File: config.mk
export PLATFORM = sky130hd
export DESIGN_NAME = uart_rx_fifo
export DESIGN_NICKNAME = d
export VERILOG_FILES = /design/src/rtl/uart_rx_fifo.sv
export SDC_FILE = /design/constraint.sdc
export NUM_CORES = 1
export LEC_CHECK = 0
export CAP_MARGIN = 25
export CORE_MARGIN = 2
export CORE_UTILIZATION = 32
export CTS_CLUSTER_DIAMETER = 150
export CTS_CLUSTER_SIZE = 14
export DETAILED_ROUTE_END_ITERATION = 10
export GPL_TIMING_DRIVEN = 0
export MAX_ROUTING_LAYER = met4
export PLACE_DENSITY_LB_ADDON = 0.05
export SLEW_MARGIN = 20
export SYNTH_ARGS = -nofsm -noshare
export SYNTH_HDL_FRONTEND = slang
export SYNTH_SLANG_ARGS = --single-unit
export TNS_END_PERCENT = 100
File: constraint.sdc
create_clock -name clk -period 3.07 [get_ports clk]
set_input_delay 0.614 -clock clk [delete_from_list [all_inputs] [get_ports clk]]
set_output_delay 0.614 -clock clk [all_outputs]
set_load 0.1 [all_outputs]
File: src/rtl/uart_rx_fifo.sv
// UART receive FIFO: edge-detected frame capture into a first-word-fall-through
// buffer, with sticky overflow and a saturating errored-frame counter.
module uart_rx_fifo #(
  parameter int DEPTH    = 8,
  parameter bit DROP_ERR = 1'b0
) (
  input  logic                     clk,
  input  logic                     rst,
  input  logic [7:0]               P_DATA,
  input  logic                     par_err,
  input  logic                     stp_err,
  input  logic                     data_valid,
  input  logic                     rd_en,
  input  logic                     ovf_clr,
  output logic [7:0]               rd_data,
  output logic                     rd_par_err,
  output logic                     rd_stp_err,
  output logic                     empty,
  output logic                     full,
  output logic [$clog2(DEPTH):0]   count,
  output logic                     overflow,
  output logic [7:0]               err_cnt
);

  localparam int AW = $clog2(DEPTH);
  localparam logic [AW:0] FULL_CNT = (AW+1)'(DEPTH);

  logic [9:0]    mem [DEPTH];
  logic [AW-1:0] wr_ptr;
  logic [AW-1:0] rd_ptr;
  logic          dv_q;
  logic          push;
  logic          err;
  logic          drop;
  logic          pop;
  logic          wr;
  logic          ovf_set;

  assign push    = data_valid & ~dv_q;
  assign err     = par_err | stp_err;
  assign drop    = DROP_ERR & err;
  assign pop     = rd_en & ~empty;
  // A pop in the same cycle frees the slot a full FIFO needs
  assign wr      = push & ~drop & (~full | pop);
  assign ovf_set = push & ~drop & full & ~pop;

  assign full  = (count == FULL_CNT);
  assign empty = (count == '0);

  assign {rd_stp_err, rd_par_err, rd_data} = mem[rd_ptr];

  always_ff @(posedge clk or posedge rst) begin
    if (rst) begin
      dv_q     <= 1'b0;
      wr_ptr   <= '0;
      rd_ptr   <= '0;
      count    <= '0;
      overflow <= 1'b0;
      err_cnt  <= '0;
    end else begin
      dv_q <= data_valid;
      if (wr)
        wr_ptr <= wr_ptr + AW'(1);
      if (pop)
        rd_ptr <= rd_ptr + AW'(1);
      unique case ({wr, pop})
        2'b10:   count <= count + (AW+1)'(1);
        2'b01:   count <= count - (AW+1)'(1);
        default: count <= count;
      endcase
      overflow <= ovf_set | (overflow & ~ovf_clr);
      if (push && err && err_cnt != 8'hFF)
        err_cnt <= err_cnt + 8'd1;
    end
  end

  // Storage is deliberately left out of reset
  always_ff @(posedge clk) begin
    if (wr)
      mem[wr_ptr] <= {stp_err, par_err, P_DATA};
  end

endmodule

Yosys cells after proc, flatten, opt, wreduce, memory -nomap -nowiden
Memories as Yosys holds them, arrays and structs flattened. Cells that the tools add are included.

$add $sub $neg: 5. $mul: 0. Divide/modulo/power cells: 0. $lt $le $gt $ge: 0. Eq/ne operators: 4. Shift operators: 0. Mux-type cells: 3. Bitwise logic cells: 14. Reductions and logical operators: 4.

Operator list (count): $add 8x1->8 const B (1); $ne 8x8->1 const B (1); $pmux 4 s2 (1); $add 3x1->3 const B (2); $and 1x1->1 (6); $not 1->1 (5); $add 4x1->4 const B (1); $eq 4x4->1 const B (1); $logic_not 4->1 (1); $sub 4x1->4 const B (1); $or 1x1->1 (3); $eq 2x1->1 const B (1); $eq 2x2->1 const B (1); $logic_and 1x1->1 (2); $mux 1 (2); $reduce_bool 2->1 (1).

Bits in registers: 20. Bits in latches: 0. Memory bits (writable): 80. Bits in read-only memories: 0. Bits of input ports: 15. Output and inout port bits: 25. Logic and storage cells: 37. Memories kept: 1.

Memory list: mem (depth 8, width 10, read ports 1, clocked after memory_dff 0, write ports 1, RTL line 28) `logic [9:0] mem [DEPTH];`.

Logic depth before layout (Yosys ltp)
Gate-level depths: netlist of the first run.

Depth in word-level cells: 7. Gate-level depth with buffers: 8. Gate-level depth less buffers: 7.

Least setup slack after synthesis of the first run
OpenSTA, ideal clock, no wires.

Path kind: reg2out. Start: reg count[3]. End: out full. Arrival: 2.200 ns. Required time: 2.456 ns. Slack: 0.256 ns. Cell stages (with the launch flop): 3. Buffers on the path: 0. Cells stage by stage: dfrtp_1 -> or4b_4 -> inv_1.

Longest elaborated chain between the ends: 1.

RTL lines: from (decl) (RTL line 20) `output logic [$clog2(DEPTH):0] count,`; from (signal assigned) (RTL line 67) `2'b10: count <= count + (AW+1)'(1);`; from (signal assigned) (RTL line 68) `2'b01: count <= count - (AW+1)'(1);`; from (signal assigned) (RTL line 69) `default: count <= count;`; $eq 4x4->1 (RTL line 47) `assign full = (count == FULL_CNT);`; to (decl) (RTL line 19) `output logic full,`.

Every way passes these cells.

Final worst setup path of the first run
Start: reg rd_ptr[0]. End: out rd_data[3].

Longest elaborated chain between the ends: 1.

RTL lines: from (decl) (RTL line 30) `logic [AW-1:0] rd_ptr;`; from (signal assigned) (RTL line 65) `rd_ptr <= rd_ptr + AW'(1);`; $mem_v2 8x10; to (decl) (RTL line 15) `output logic [7:0] rd_data,`.

Every way passes these cells.

==> results.tsv, run 1 <==
stage	metric	value	unit
critical_path	Crit Path Max Fanout	10	
synthesis	count leader, synth	edfxtp_1	
floorplanning	Die Wd	116.8	um
clock_network	Reg clk slew, reported paths	70	ps
cells_and_area	FF+latch area	2903	um^2
drt	WL per Instance	17.90	um
synthesis	cells after synthesis	221	
synthesis	area leader, netlist	edfxtp_1	
synthesis	count of cell types in the netlist	33	
drt	Via Count	2041	
drt	WL final	8.039	mm
synthesis	largest cells by area after synthesis	edfxtp_1, dfrtp_1, mux4_2	
synthesis	synthesized area per cell	18.42	um^2
global_routing	total track usage	13.73	%
min_path	hold_sp	err_cnt[7]	
synthesis	Ys Warns	0	
critical_path	Critical Path RT	2460	ps
synthesis	share of synthesized area occupied by flip-flops and latches	71.32	%
clock_network	Num Clock Sinks	100	
drt	DR iter-0 viols	97	
global_routing	largest net degree at the start of global routing	21	
cells_and_area	nets@finish	291	
placement	Post-DP HPWL	5.029	mm
min_path	WHS Endpoint	err_cnt[7]	
drt	router iterations before antenna repair	4	
synthesis	Post-Synth Adder-Cell Area	1.230	%
run_status	run status	finished, final reports clean	
timing	Final Skew	5.987	ps
critical_path	Worst R2R Start	count[0]	
clock_network	worst skew pair latency	340	ps
cells_and_area	layout cell share with drive strength beyond 1	29.96	%
synthesis	most frequent cells after synthesis	edfxtp_1, dfrtp_1, mux4_2	
clock_network	CTS Buf Count	9	
timing	slew margin rel.	34.69	%
clock_network	CTS root buffer	clkbuf_16	
timing	Slew @ Worst Pin	976.6	ps
cells_and_area	design area	4991	um^2
global_routing	initial antenna violation count	0	
critical_path	CP Capture Type	output port	
cells_and_area	# diodes	0	
synthesis	mux contribution to synthesized area	14.63	%
synthesis	#FFs+latches synth	100	
synthesis	top-area cell type share of the netlist area	59.02	%
synthesis	synthesized area	4070	um^2
global_routing	vias in the first global route	2151	
drt	DRC Markers	0	
flow_run	max-cap violations	0	
synthesis	area share of and/or/nand/nor cells after synthesis	5.595	%
placement	placed inst area	4713	um^2
timing	RSZ-0062 raised after global routing	no	
timing	Period minus WS final	2948	ps
timing	hold_ws	496.3	ps
synthesis	main combinational cell family by area after synthesis	multiplexers	
drt	via-per-instance ratio	4.546	
critical_path	crit path kind	flip-flop to output port	
timing	# setup viols final	0	
cells_and_area	number of fill cells	1202	
synthesis	syn_nets	240	
floorplanning	I/O pin count	40	
drt	number of nets with antenna violations after routing	0	
cells_and_area	Final Util	39.87	%
critical_path	worst reg2reg path depth	4	
cells_and_area	area occupied by multi-input gates	1119	um^2
critical_path	crit path DAT	2330	ps
floorplanning	die area	13640	um^2
clock_network	CTS H-tree depth	3	
cells_and_area	synthesis-to-finish area growth	22.63	%
synthesis	Post-synth EDFFs	80	
placement	final RePlAce weighted congestion	0.6810	
critical_path	startpoint types	flip-flop	
critical_path	reg-to-reg endpoint	mem[7][6]	
clock_network	CTS Buffer Depth	2	
timing	Hold Fails Final Rpt	0	
synthesis	Synth Flop Type	edfxtp_1	
floorplanning	Starting Density	32.52	%
timing	FMAX	339.3	MHz
floorplanning	num rows	41	
min_path	hold path depth	1	
synthesis	post-synthesis compound-gate area fraction	2.398	%
floorplanning	Vert. Die Dim	116.8	um
floorplanning	Placeable Area	12520	um^2
synthesis	Synth Area in XOR/XNOR	3.013	%
critical_path	R2R setup slack	950	ps
min_path	min-delay worst type	flip-flop to flip-flop	
global_routing	first-pass GRT wire length	12.61	mm
synthesis	Async S/R FF share, synth	20.00	%
clock_network	Post-CTS Setup Inserts	0	
clock_network	CTS tree	built	
global_routing	grt total ovfl	0	
placement	Buffers on Ports	38	
timing	part of the cycle the worst path needs	96.01	%
timing	Slew Viols, Final	0	
-- flip-flops by register name (all words and copies together) (netlist names) --
signal	count
rd_ptr	3
dv_q	1
count	4
wr_ptr	3
mem	80
overflow	1
err_cnt	8
-- cell families after synthesis --
| family | Yosys count |
|---|---|
| DFF | 100 |
| muxes | 33 |
| AOI/OAI and AO/OA | 10 |
| xor gates and xnor gates | 14 |
| and+or+nand+nor | 46 |
| adders and majority gates | 4 |
| buffers and inverters | 14 |
-- critical path: stages (launching register included) --
cell and delay [ps]:
dfrtp_1 420, buf_4 290, mux4_2 550, mux2_2 270
clkdlybuf4s15_2 460
-- stage by stage --
stage               TNS [ps]  std cells  setup slack (ps)
global route               0        449            0.4681
finish                     0        449             122.4
global placement      -17760        431            -688.5
detailed placement     -2572        433            -288.9
floorplan                  0        221             256.2
CTS                   -89.25        449            -89.25
-- cells in the final DEF (no fill, tap or decap), types with 7 or more instances in the layout --
cell type / Yosys / final
clkbuf_16: 0 / 9
clkdlybuf4s50_1: 0 / 26
dfrtp_1: 20 / 20
edfxtp_1: 80 / 80
mux2_2: 12 / 12
mux4_2: 20 / 20
nand2_1: 13 / 13
xnor2_1: 7 / 7
xor2_1: 7 / 7
-- layout make-up --
type | count | share of cell area, %
plain buffers | 8 | 1.178
clock inverters | 7 | 1.354
clock buffers | 9 | 4.512
inverters | 6 | 0.4512
multi-input cells | 107 | 22.41
repair buffers | 40 | 7.621
flip-flops and latches | 100 | 58.16
well taps | 172 | 4.312
-- metal layers --
metal | up-vias | track usage [%] | share of wire (%)
met3 | 11 | 2.523 | 2.1
met2 | 34 | 21.04 | 49
met4 | 0 | 6.353 | 2.1
met1 | 1034 | 17.87 | 47
li1 | 962 | - | -
met5 | - | - | 0
-- what timing repair did --
item                                    CTS  global route
pin swaps                                 0             0
gates resized for setup                  34            12
endpoints found under the setup margin   12             6
hold buffers                              0             0
-- worst max-delay path by stage --
stage,startpoint,to,slack (ps),cells past startpoint
4_1_cts,rd_ptr[0],rd_stp_err,-90,4
6_report,rd_ptr[0],rd_data[3],120,4
5_1_grt,rd_ptr[0],rd_data[3],0.5,4
3_5_place_dp,rd_ptr[1],rd_stp_err,-290,4
2_1_floorplan,count[3],full,260,2
3_3_place_gp,data_valid,mem[0][4],-690,6
Power of run 1 is not shown: default switching activity piles up to over one toggle a cycle in this logic, so the estimate is an artifact.
==> inputs of run 2 (changes only) <==
- clock period: 3.07 -> 2.73 ns (I/O delays scaled with it)
==> run 2 against run 1 <==
Net effect: clock skew up 2.0 ps; flip-flop and latch count unchanged; worst setup slack worse by 34 ps; via count up 1.4%; core utilization up 0.35 points; global-route usage about the same; count of clock-buffer cells in the layout unchanged; critical endpoint is now count[2]; highest routed layer unchanged.
==> results.tsv, run 2 (synthesis gave the netlist of run 1 again) <==
stage	metric	value	unit
run_status	run status	finished, final reports clean	
global_routing	grt total ovfl	0	
cells_and_area	nets@finish	292	
placement	Post-DP HPWL	5.028	mm
critical_path	Crit Path Max Fanout	8	
cells_and_area	layout cell share with drive strength beyond 1	30.22	%
cells_and_area	Biggest register	mem	
floorplanning	Starting Density	32.52	%
clock_network	Post-CTS Setup Inserts	0	
clock_network	Reg clk slew, reported paths	70	ps
timing	Slew @ Worst Pin	980.3	ps
cells_and_area	Regs by FF count	mem x80, err_cnt x8, count x4	
floorplanning	die area	13640	um^2
cells_and_area	most common cell after layout, fill and taps aside	edfxtp_1	
min_path	min-delay worst type	input port to flip-flop	
clock_network	CTS root buffer	clkbuf_16	
timing	FMAX	378.6	MHz
drt	number of nets with antenna violations after routing	0	
clock_network	CTS H-tree depth	3	
critical_path	CP Capture Type	output port	
timing	Hold Fails Final Rpt	0	
critical_path	worst path cell trace	clkdlybuf4s50_1	
drt	Via Count	2069	
timing	part of the cycle the worst path needs	96.76	%
timing	Final Skew	7.964	ps
floorplanning	Vert. Die Dim	116.8	um
critical_path	startpoint types	flip-flop	
global_routing	largest net degree at the start of global routing	21	
critical_path	max incr delay on CP	1210	ps
cells_and_area	commonest cells after routing, fill and taps aside	edfxtp_1, clkdlybuf4s50_1, mux4_2, dfrtp_1, nand2_1	
floorplanning	Placeable Area	12520	um^2
drt	DR iter-0 viols	105	
clock_network	CTS Buf Count	9	
critical_path	Critical Path RT	2180	ps
critical_path	worst path bufs/invs	1	
critical_path	crit path DAT	2100	ps
drt	DRC Markers	0	
critical_path	CP max stage cell	clkdlybuf4s50_1	
global_routing	vias in the first global route	2184	
flow_run	max-cap violations	0	
placement	final RePlAce weighted congestion	0.6588	
global_routing	total track usage	13.72	%
drt	WL final	8.206	mm
floorplanning	num rows	41	
clock_network	CTS tree	built	
timing	hold_ws	452.6	ps
drt	router iterations before antenna repair	4	
clock_network	CTS Buffer Depth	2	
global_routing	first-pass GRT wire length	12.63	mm
critical_path	crit path kind	flip-flop to output port	
timing	Period minus WS final	2641	ps
timing	Slew Viols, Final	0	
cells_and_area	# diodes	0	
drt	WL per Instance	18.24	um
clock_network	worst skew pair latency	340	ps
timing	RSZ-0062 raised after global routing	no	
floorplanning	Die Wd	116.8	um
clock_network	Num Clock Sinks	100	
timing	slew margin rel.	34.44	%
cells_and_area	max reg flops	80	
clock_network	count of cells resized by post-cts repair	67	
critical_path	crit-path leading delay family	buffers and inverters	
drt	via-per-instance ratio	4.598	
global_routing	initial antenna violation count	0	
floorplanning	I/O pin count	40	
cells_and_area	Final Util	40.22	%
placement	Buffers on Ports	38	
cells_and_area	synthesis-to-finish area growth	23.70	%
timing	# setup viols final	0	
clock_network	Hold-fix buffers, CTS	0	
-- run 2: cell types whose count changed in the layout (fill, tap and decap cells not counted), sizes merged --
cell / change
buf: +8
clkdlybuf4s15: -4
clkbuf: -3
bufinv: +2
clkinvlp: -2
-- run 2: metrics by stage --
stage	instances	area (um^2)	setup WS, ps	TNS (ps)
finish	450	5035	88.54	0
global route	450	5035	12.95	0
CTS	450	5030	3.441	0
detailed placement	434	4720	-538.9	-5240
global placement	431	4668	-900.0	-40660
floorplan	221	4073	16.96	0
-- run 2: worst paths after layout --
| check | from | endpoint | slack (ps) | cells past startpoint |
|---|---|---|---|---|
| setup / recovery | count[2] | count[2] | 90 | 1 |
| hold / removal | rd_en | overflow | 450 | 2 |
| setup reg to reg | count[1] | mem[0][1] | 630 | 7 |
| hold reg to reg | err_cnt[7] | err_cnt[7] | 490 | 1 |
| max in group asynchronous | rst | count[0] | 1510 | 2 |
| min in group asynchronous | rst | overflow | 660 | 2 |
-- run 2: layout make-up --
cell class                 instances  area, um^2
fill                            1202        7482
sequential                       100        2907
multi-input combinational        107        1119
timing repair buffer              41       371.6
clock buffer                       9       225.2
tap                              172       215.2
clock inverter                     7       105.1
buffer                             8       70.07
inverter                           6       22.52
-- run 2: per-layer routing --
layer  GRT usage (%)  share of wire [%]  up-vias
met5               -                  0        -
met4           7.059                2.1        0
met3           2.523                2.9       12
met2           20.23                 48       37
met1           18.24                 47     1053
li1                -                  -      967
Power of run 2 is left out for the same reason.
